[config.mk]
export PLATFORM = sky130hd
export DESIGN_NAME = bot_update_ctrl_flat
export DESIGN_NICKNAME = d
export VERILOG_FILES = /design/src/rtl/bot_update_ctrl_if.sv /design/src/rtl/bot_update_ctrl.sv /design/src/flat_wrapper.sv
export SDC_FILE = /design/constraint.sdc
export NUM_CORES = 1
export LEC_CHECK = 0
export ABC_AREA = 0
export CAP_MARGIN = 5
export CORE_MARGIN = 1
export CORE_UTILIZATION = 42
export CTS_CLUSTER_DIAMETER = 40
export DETAILED_ROUTE_END_ITERATION = 16
export PLACE_DENSITY = 0.87
export SYNTH_ARGS = -nofsm -noshare
export SYNTH_HDL_FRONTEND = slang
export SYNTH_SLANG_ARGS = --single-unit
[constraint.sdc]
create_clock -name clk -period 2.1 [get_ports clk]
set_clock_uncertainty 0.2 [all_clocks]
set_input_delay 0.525 -clock clk [delete_from_list [all_inputs] [get_ports clk]]
set_output_delay 0.525 -clock clk [all_outputs]
set_load 0.05 [all_outputs]
[src/rtl/bot_update_ctrl_if.sv]
// -----------------------------------------------------------------------------
// bot_update_ctrl_if
// Bundles the bot-side and CPU-side signals of the Rojobot register-update /
// interrupt handshake so they travel as one port.
//
// Optional feature macro: BOTUPD_OVERRUN_CNT_EN
//   defined   -> adds parameter CNT_W and the o_overrun_cnt signal
//   undefined -> neither exists
//
// Signals (direction seen from the controller, i.e. the slave modport):
//   i_enable         in   1 = handshake active, 0 = ignore events, force IDLE
//   i_upd_sysregs    in   bot update strobe (level)
//   i_bot_info       in   live {LocX, LocY, Sensors, BotInfo}
//   i_int_ack        in   CPU acknowledge (level)
//   i_clr_flags      in   clears sticky overrun/timeout flags (and counter)
//   o_irq            out  interrupt request to the CPU
//   o_bot_info_snap  out  snapshot captured at the accepted event
//   o_upd_seq        out  capture sequence number, wraps 255 -> 0
//   o_overrun        out  sticky: event arrived while a request was pending
//   o_timeout        out  sticky: watchdog auto-cleared a request
//   o_busy           out  1 while a request is pending
//   o_dbg_state      out  raw FSM state (0 = IDLE, 1 = PEND)
//   o_overrun_cnt    out  saturating overrun count (macro only)
//
// Handshake: a request is raised by a rising edge of i_upd_sysregs and held on
// o_irq until i_int_ack is seen high in a PEND cycle, the watchdog expires, or
// i_enable drops; an ack seen while no request is pending has no effect.
// -----------------------------------------------------------------------------
interface bot_update_ctrl_if
`ifdef BOTUPD_OVERRUN_CNT_EN
    #(parameter int CNT_W = 8)
`endif
    ;
    logic        i_enable;
    logic        i_upd_sysregs;
    logic [31:0] i_bot_info;
    logic        i_int_ack;
    logic        i_clr_flags;
    logic        o_irq;
    logic [31:0] o_bot_info_snap;
    logic [7:0]  o_upd_seq;
    logic        o_overrun;
    logic        o_timeout;
    logic        o_busy;
    logic        o_dbg_state;
`ifdef BOTUPD_OVERRUN_CNT_EN
    logic [CNT_W-1:0] o_overrun_cnt;
`endif

    modport slave (
        input  i_enable, i_upd_sysregs, i_bot_info, i_int_ack, i_clr_flags,
        output o_irq, o_bot_info_snap, o_upd_seq, o_overrun, o_timeout,
               o_busy, o_dbg_state
`ifdef BOTUPD_OVERRUN_CNT_EN
        , output o_overrun_cnt
`endif
    );

    modport master (
        output i_enable, i_upd_sysregs, i_bot_info, i_int_ack, i_clr_flags,
        input  o_irq, o_bot_info_snap, o_upd_seq, o_overrun, o_timeout,
               o_busy, o_dbg_state
`ifdef BOTUPD_OVERRUN_CNT_EN
        , input o_overrun_cnt
`endif
    );
endinterface

[src/rtl/bot_update_ctrl.sv]
// -----------------------------------------------------------------------------
// bot_update_ctrl
// Sequences the Rojobot register-update / CPU interrupt handshake. Each rising
// edge of upd_sysregs captures a coherent snapshot of the BotInfo word and
// raises an interrupt that is held until the CPU acknowledges it or the
// watchdog expires.
//
// Optional feature macro: BOTUPD_OVERRUN_CNT_EN (adds CNT_W and a saturating
// overrun counter on bus.o_overrun_cnt).
//
// Parameters:
//   TIMEOUT_CYCLES  PEND cycles without ack before auto-clear, 0 = no watchdog
//   CNT_W           overrun counter width (macro only)
//
// Ports:
//   clk   block clock
//   rst   asynchronous reset, active-high
//   bus   bot_update_ctrl_if.slave, see the interface header for signals
// -----------------------------------------------------------------------------
module bot_update_ctrl #(
    parameter logic [31:0] TIMEOUT_CYCLES = 32'd0
`ifdef BOTUPD_OVERRUN_CNT_EN
    , parameter int CNT_W = 8
`endif
) (
    input  logic               clk,
    input  logic               rst,
    bot_update_ctrl_if.slave   bus
);

    typedef enum logic {
        IDLE = 1'b0,
        PEND = 1'b1
    } state_t;

    state_t      state;
    logic        upd_prev;
    logic [31:0] wd_cnt;
    logic        irq_q;
    logic [31:0] snap_q;
    logic [7:0]  seq_q;
    logic        overrun_q;
    logic        timeout_q;

    logic        upd_evt;
    logic        wd_expire;
    logic        ovr_set;
    logic        to_set;

    // A level held high produces a single event.
    assign upd_evt   = bus.i_upd_sysregs & ~upd_prev;
    assign wd_expire = (TIMEOUT_CYCLES != 32'd0) &&
                       (wd_cnt == TIMEOUT_CYCLES - 32'd1);

    always_comb begin
        ovr_set = 1'b0;
        to_set  = 1'b0;
        if (bus.i_enable && (state == PEND) && !bus.i_int_ack) begin
            ovr_set = upd_evt;
            to_set  = wd_expire;
        end
    end

    always_ff @(posedge clk or posedge rst) begin
        if (rst) begin
            state     <= IDLE;
            upd_prev  <= 1'b0;
            wd_cnt    <= 32'd0;
            irq_q     <= 1'b0;
            snap_q    <= 32'd0;
            seq_q     <= 8'd0;
            overrun_q <= 1'b0;
            timeout_q <= 1'b0;
        end else begin
            // The edge detector keeps tracking even while disabled so that
            // re-enabling with the strobe already high is not an event.
            upd_prev <= bus.i_upd_sysregs;

            if (!bus.i_enable) begin
                state  <= IDLE;
                irq_q  <= 1'b0;
                wd_cnt <= 32'd0;
            end else begin
                case (state)
                    IDLE: begin
                        if (upd_evt) begin
                            snap_q <= bus.i_bot_info;
                            seq_q  <= seq_q + 8'd1;
                            irq_q  <= 1'b1;
                            wd_cnt <= 32'd0;
                            state  <= PEND;
                        end
                    end
                    PEND: begin
                        if (bus.i_int_ack && upd_evt) begin
                            // Ack closes the old request and a new one opens in
                            // the same cycle; the new seq tells them apart.
                            snap_q <= bus.i_bot_info;
                            seq_q  <= seq_q + 8'd1;
                            irq_q  <= 1'b1;
                            wd_cnt <= 32'd0;
                        end else if (bus.i_int_ack) begin
                            irq_q  <= 1'b0;
                            wd_cnt <= 32'd0;
                            state  <= IDLE;
                        end else if (wd_expire) begin
                            irq_q  <= 1'b0;
                            wd_cnt <= 32'd0;
                            state  <= IDLE;
                        end else begin
                            // Snapshot is deliberately left alone on an
                            // un-acked event so the CPU reads a coherent word.
                            wd_cnt <= wd_cnt + 32'd1;
                        end
                    end
                    default: state <= IDLE;
                endcase
            end

            // Set wins over clear.
            overrun_q <= ovr_set | (overrun_q & ~bus.i_clr_flags);
            timeout_q <= to_set  | (timeout_q & ~bus.i_clr_flags);
        end
    end

`ifdef BOTUPD_OVERRUN_CNT_EN
    logic [CNT_W-1:0] ovr_cnt_q;

    // Clear and increment in the same cycle leaves a count of one.
    always_ff @(posedge clk or posedge rst) begin
        if (rst) begin
            ovr_cnt_q <= '0;
        end else if (bus.i_clr_flags) begin
            ovr_cnt_q <= ovr_set ? {{(CNT_W-1){1'b0}}, 1'b1} : '0;
        end else if (ovr_set && (ovr_cnt_q != {CNT_W{1'b1}})) begin
            ovr_cnt_q <= ovr_cnt_q + 1'b1;
        end
    end

    assign bus.o_overrun_cnt = ovr_cnt_q;
`endif

    assign bus.o_irq           = irq_q;
    assign bus.o_bot_info_snap = snap_q;
    assign bus.o_upd_seq       = seq_q;
    assign bus.o_overrun       = overrun_q;
    assign bus.o_timeout       = timeout_q;
    assign bus.o_busy          = (state == PEND);
    assign bus.o_dbg_state     = state;

endmodule

[src/flat_wrapper.sv]
// flat-port wrapper written by rule: the top's interface ports become plain ports
module bot_update_ctrl_flat 
#(
    parameter logic [31:0] TIMEOUT_CYCLES = 32'd0

)
  (clk, rst, bus_i_enable, bus_i_upd_sysregs, bus_i_bot_info, bus_i_int_ack, bus_i_clr_flags, bus_o_irq, bus_o_bot_info_snap, bus_o_upd_seq, bus_o_overrun, bus_o_timeout, bus_o_busy, bus_o_dbg_state);
  bot_update_ctrl_if bus_i ();
  input  logic clk;
  input  logic rst;
  input wire logic [$bits(bus_i.i_enable)-1:0] bus_i_enable;
  input wire logic [$bits(bus_i.i_upd_sysregs)-1:0] bus_i_upd_sysregs;
  input wire logic [$bits(bus_i.i_bot_info)-1:0] bus_i_bot_info;
  input wire logic [$bits(bus_i.i_int_ack)-1:0] bus_i_int_ack;
  input wire logic [$bits(bus_i.i_clr_flags)-1:0] bus_i_clr_flags;
  output wire logic [$bits(bus_i.o_irq)-1:0] bus_o_irq;
  output wire logic [$bits(bus_i.o_bot_info_snap)-1:0] bus_o_bot_info_snap;
  output wire logic [$bits(bus_i.o_upd_seq)-1:0] bus_o_upd_seq;
  output wire logic [$bits(bus_i.o_overrun)-1:0] bus_o_overrun;
  output wire logic [$bits(bus_i.o_timeout)-1:0] bus_o_timeout;
  output wire logic [$bits(bus_i.o_busy)-1:0] bus_o_busy;
  output wire logic [$bits(bus_i.o_dbg_state)-1:0] bus_o_dbg_state;
  assign bus_i.i_enable = bus_i_enable;
  assign bus_i.i_upd_sysregs = bus_i_upd_sysregs;
  assign bus_i.i_bot_info = bus_i_bot_info;
  assign bus_i.i_int_ack = bus_i_int_ack;
  assign bus_i.i_clr_flags = bus_i_clr_flags;
  assign bus_o_irq = bus_i.o_irq;
  assign bus_o_bot_info_snap = bus_i.o_bot_info_snap;
  assign bus_o_upd_seq = bus_i.o_upd_seq;
  assign bus_o_overrun = bus_i.o_overrun;
  assign bus_o_timeout = bus_i.o_timeout;
  assign bus_o_busy = bus_i.o_busy;
  assign bus_o_dbg_state = bus_i.o_dbg_state;
  bot_update_ctrl #(.TIMEOUT_CYCLES(TIMEOUT_CYCLES)) u_core (.clk(clk), .rst(rst), .bus(bus_i));
endmodule
==> impl_metrics.yaml, run 1 <==
clock_tree:
  ctsLongestPathBuffers: 2
  path_clk_slew_ps: 90
  postCtsHoldBufs: 0
  cts_tree: "done"
  ctsHtreeMaxLevel: 2
  numCtsBuffers: 5
  cts.sinks: 45
  clock_latency_ps: 290
  cts_resized: 0
  post-cts-setup-buffers: 0
  cts-root-buf: "clkbuf_8"
finish:
  fin_area_um2: 2850
  area_growth_pct: 47.8
  drive_above_1_share_pct: 45.9
  final_cells: 261
  final_nets: 247
  layout_commonest_cell: "buf_4"
  diodes: 0
  final_cell_mix: "49 x buf_4, 45 x dfrtp_1, 37 x clkdlybuf4s50_1"
  finish.utilization_pct: 65.0
power:
  p_per_area_nw_per_um2: 1170
  p_leak_uw: 0.00136
  power_frac_comb_pct: 41.0
  vdd_ir_drop_max_v: 0.000637
  clock_power_share_pct: 22.9
  netSwitchingPower_uw: 1290
  seqPwrFrac_pct: 36.0
  p_int_uw: 2040
  swShare_pct: 38.7
status:
  outcome: "completed"
drt:
  drt-vias-per-instance: 4.71
  wl_per_cell_um: 14.0
  firstDrtPassIters: 3
  num_vias: 1230
  drt-total-wl_um: 3650
  ant_nets: 0
  drc: 0
  drtIter0Drc: 50
critical_path:
  worstSetupEndpointType: "register"
  path_class: "input pin to register"
  critPathRequiredTime_ps: 2090
  critPathMaxFanout: 15
  timing.rr.start: "u_core.bus.o_busy$_DFF_PP0_"
  worst_setup_path_start_kind: "input pin"
  worstPathArrival_ps: 1950
  reg2reg_slack_ps: 380
  reg2regPathDepth: 4
  r2r-end: "u_core.bus.o_bot_info_snap[10]$_DFFE_PP0P_"
sta:
  final_hold_viol_count: 0
  slew_viol_final: 0
  slew_headroom_pct: 64.8
  fmax_ghz: 0.510
  finalSetupViolCount: 0
  hold_ws_ps: 279
  setup_ws_ps: 140
  rsz0062_at_grt: "no"
  post-route-min-period_ps: 1960
  tightest_slew_ps: 527
  fin_crit_sh_pct: 93.3
grt:
  grt_use_total_pct: 16.6
  grt_max_degree: 46
  grt_overflow: 0
  antenna_found_initial: 0
  grt_pass1_wl_um: 6290
  grt_pass1_vias: 1304
logic_synthesis:
  yosysTopAreaCell: "dfrtp_1"
  synth_fp_nets: 156
  yosysWarnings: 0
  synth_area_um2: 1930
  synth-seq-cells: 45
  yosysUniqueCellTypes: 22
  syn_area_per_cell_um2: 16.5
  synth_seq_area_share_pct: 58.4
  syn-instance-count: 117
  yosys-top-cells-area: "dfrtp_1 58%, mux2_4 23%, xor2_1 3.2%"
  synth_top_area_share_pct: 58.4
floorplan:
  initial_core_util_pct: 44.0
  pin_count: 83
  rows: 24
  dieArea_um2: 4870
  coreArea_um2: 4380
  chipWidth_um: 69.8
  die_y_um: 69.8
min_path:
  holdPathStages: 1
  hp-start: "u_core.bus.o_upd_seq[7]$_DFFE_PP0P_"
  hp-class: "register to register"
  holdPathEnd: "u_core.bus.o_upd_seq[7]$_DFFE_PP0P_"
placement:
  portBuffers: 82
  placed_cell_area_um2: 2720
  dp_cells: 253
  hpwl_um: 2740
  pre_cts_slack_ps: -177
  routabilityCongestion: 0.737
job:
  maxCapViolCount: 0
==> worst max path at each step <==
| stage | start | cells after the start | end |
|---|---|---|---|
| finish | bus_i_int_ack | 5 | u_core.bus.o_bot_info_snap[10]$_DFFE_PP0P_ |
| CTS | bus_i_int_ack | 5 | u_core.bus.o_bot_info_snap[10]$_DFFE_PP0P_ |
| global placement | bus_i_int_ack | 5 | u_core.bus.o_bot_info_snap[21]$_DFFE_PP0P_ |
| global route | bus_i_upd_sysregs | 5 | u_core.bus.o_upd_seq[7]$_DFFE_PP0P_ |
| detailed placement | bus_i_int_ack | 5 | u_core.bus.o_bot_info_snap[22]$_DFFE_PP0P_ |
| floorplan | u_core.bus.o_busy$_DFF_PP0_ | 5 | u_core.bus.o_bot_info_snap[0]$_DFFE_PP0P_ |
==> critical path: stages <==
cell and delay, ps:
clkdlybuf4s50_1 420, nor2b_1 440, nor2_8 70, buf_12 180, mux2_4 300
==> Yosys cell counts (all sizes together) <==
cell,n
dfrtp,45
mux2,33
xor2,7
buf,5
inv,3
nand2,3
nand3,3
nor2b,3
nor4,3
nor3,2
a21oi,1
a32o,1
ha,1
nand2b,1
nand3b,1
nand4,1
nor2,1
nor3b,1
o21a,1
o21ai,1
==> power groups by stage <==
stage | combinational [uW] | clock [uW] | sequential (uW)
after detailed placement | 1380 | 0 | 1210
final | 1360 | 762 | 1200
after global placement | 1360 | 0 | 1210
after floorplan | 307 | 0 | 1830
after CTS | 1380 | 779 | 1200
after global routing | 1420 | 816 | 1230
==> cell type report <==
class | count | area, um^2
Inverter | 3 | 11.3
Sequential cell | 45 | 1130
Timing Repair Buffer | 89 | 798
Clock buffer | 5 | 68.8
Fill cell | 342 | 1530
Multi-Input combinational cell | 64 | 716
Tap cell | 52 | 65.1
Clock inverter | 3 | 65.1
==> routing by layer <==
| metal | GRT usage [%] | vias up | share of wire (%) |
|---|---|---|---|
| li1 | - | 582 | - |
| met1 | 20.3 | 592 | 42 |
| met2 | 27.3 | 49 | 49 |
| met3 | 6.25 | 7 | 7.9 |
| met4 | 5.33 | 0 | 1.4 |
| met5 | 0 | - | 0 |
==> per-stage QoR <==
stage / power [uW] / setup TNS, ps
global route: 3470 / 0
floorplan: 2130 / 0
finish: 3320 / 0
global placement: 2570 / -4970
detailed placement: 2590 / -5900
CTS: 3360 / 0
==> registers in the layout (all words and copies together) (netlist names) <==
| register | cells |
|---|---|
| u_core.bus.o_bot_info_snap | 32 |
| u_core.bus.o_upd_seq | 8 |
| u_core.bus.o_busy | 1 |
| u_core.bus.o_irq | 1 |
| u_core.bus.o_overrun | 1 |
| u_core.bus.o_timeout | 1 |
| u_core.upd_prev | 1 |
==> cell families (layout without fill, tap and decap cells) <==
kind of cell    count (synthesis)  after routing  synth area share (%)
flops                          45             45                  58.4
mux                            33             33                  24.9
simple gates                   19             19                  6.94
buf+inv                         8            100                  4.48
xor+xnor                        7              7                  3.18
compound gates                  4              4                  1.43
fa+ha+maj                       1              1                 0.649
Note: power is estimated with default switching activity, not from simulation.
==> inputs of run 2 (changes only) <==
- CORE_MARGIN: 1 -> 2
==> impl_metrics.yaml, run 2 (synthesized netlist as in run 1, its figures left out) <==
min_path:
  hp-class: "register to register"
  hp-start: "u_core.bus.o_upd_seq[7]$_DFFE_PP0P_"
  holdPathEnd: "u_core.bus.o_upd_seq[7]$_DFFE_PP0P_"
  holdPathStages: 1
finish:
  final_nets: 248
  area_growth_pct: 45.7
  diodes: 0
  layout_commonest_cell: "buf_4"
  register_area_um2: 1130
  multi_input_area_um2: 716
  nFillCells: 356
  drive_above_1_share_pct: 45.5
  final_cell_mix: "50 x buf_4, 45 x dfrtp_1, 37 x clkdlybuf4s50_1"
  largest_reg_flops: 32
floorplan:
  dieArea_um2: 5150
  rows: 24
  initial_core_util_pct: 44.0
  die_y_um: 71.8
  coreArea_um2: 4380
  pin_count: 83
  chipWidth_um: 71.8
clock_tree:
  cts_resized: 0
  path_clk_slew_ps: 80
  clock_latency_ps: 290
  postCtsHoldBufs: 0
  cts-root-buf: "clkbuf_8"
  cts.sinks: 45
  ctsLongestPathBuffers: 2
  numCtsBuffers: 5
  post-cts-setup-buffers: 0
  ctsHtreeMaxLevel: 2
  cts_tree: "done"
drt:
  drc: 0
  drt-total-wl_um: 3780
  wl_per_cell_um: 14.5
  firstDrtPassIters: 3
  num_vias: 1234
  drtIter0Drc: 27
  ant_nets: 0
  drt-vias-per-instance: 4.73
critical_path:
  reg2regPathDepth: 4
  worstPathArrival_ps: 1870
  reg2reg_slack_ps: 440
  path_class: "input pin to register"
  critPathRequiredTime_ps: 2070
  timing.rr.start: "u_core.bus.o_busy$_DFF_PP0_"
  r2r-end: "u_core.bus.o_bot_info_snap[14]$_DFFE_PP0P_"
  critPathMaxFanout: 15
  worstSetupEndpointType: "register"
  worst_setup_path_start_kind: "input pin"
sta:
  setup_ws_ps: 202
  tightest_slew_ps: 407
  final_hold_viol_count: 0
  fin_setup_tns_ps: 0
  fmax_ghz: 0.527
  rsz0062_at_grt: "no"
  post-route-min-period_ps: 1900
  finalSetupViolCount: 0
  fin_crit_sh_pct: 90.4
  slew_viol_final: 0
  slew_headroom_pct: 72.8
job:
  maxCapViolCount: 0
power:
  p_per_area_nw_per_um2: 1100
  p_leak_uw: 0.00134
  vdd_ir_drop_max_v: 0.000625
placement:
  routabilityCongestion: 0.755
  portBuffers: 82
  pre_cts_slack_ps: -122
  hpwl_um: 2880
status:
  outcome: "completed"
grt:
  grt_pass1_vias: 1270
  antenna_found_initial: 0
  grt_max_degree: 46
  grt_overflow: 0
  grt_pass1_wl_um: 6120
  grt_use_total_pct: 15.5
-- run 2: cell count changes in the layout (fill, tap and decap cells not counted) --
cell,delta
buf_4,+1
bufinv_16,-2
clkbuf_8,+1
clkbuf_1,+1
clkinv_2,-1
-- run 2: worst max-delay path by stage --
stage,from,endpoint,slack (ps)
after floorplan,u_core.bus.o_busy$_DFF_PP0_,u_core.bus.o_bot_info_snap[0]$_DFFE_PP0P_,220
final,bus_i_int_ack,u_core.bus.o_bot_info_snap[14]$_DFFE_PP0P_,200
after CTS,bus_i_upd_sysregs,u_core.bus.o_bot_info_snap[14]$_DFFE_PP0P_,190
after global placement,bus_i_int_ack,u_core.bus.o_bot_info_snap[0]$_DFFE_PP0P_,-90
after global routing,bus_i_upd_sysregs,u_core.bus.o_upd_seq[6]$_DFFE_PP0P_,110
after detailed placement,bus_i_upd_sysregs,u_core.bus.o_bot_info_snap[10]$_DFFE_PP0P_,-120
-- run 2: per-layer routing --
metal | up-vias | part of all wire (%) | track usage (%) | routed length [um]
met5 | - | 0 | 0 | 0
met4 | 0 | 1.5 | 5.66 | 58
met3 | 8 | 6.8 | 4.50 | 259
met2 | 50 | 50 | 25.4 | 1910
met1 | 594 | 41 | 19.5 | 1560
li1 | 582 | - | - | -
-- run 2: stage by stage --
| step | cells | power [uW] | cell area [um^2] | util [%] | hold slack (ps) |
|---|---|---|---|---|---|
| 2_1_floorplan | 117 | 2130 | 1930 | - | 343 |
| 3_3_place_gp | 254 | 2570 | 2720 | 62.1 | 260 |
| 3_5_place_dp | 254 | 2600 | 2720 | 62.1 | 265 |
| 4_1_cts | 261 | 3130 | 2810 | 64.1 | 275 |
| 5_1_grt | 261 | 3240 | 2810 | 64.1 | 308 |
| 6_report | 261 | 3100 | 2810 | 64.1 | 271 |
-- run 2: report_power, final --
group          internal (uW)  total [uW]  switching (uW)
logic                    520        1360             845
clock network            261         529             268
registers               1050        1200             154
total                   1830        3100            1270
-- run 2: layout make-up --
type | instances | area share, %
Timing Repair Buffer | 90 | 28.7
Inverter | 3 | 0.401
Multi-Input combinational cell | 64 | 25.5
Tap cell | 52 | 2.32
Clock buffer | 7 | 3.07
Sequential cell | 45 | 40.1
-- run 2: worst max-delay path, cell delays in order --
cell and delay [ps]:
clkdlybuf4s50_1 430, nor2b_1 360, nor2_8 80, buf_12 170
mux2_4 300
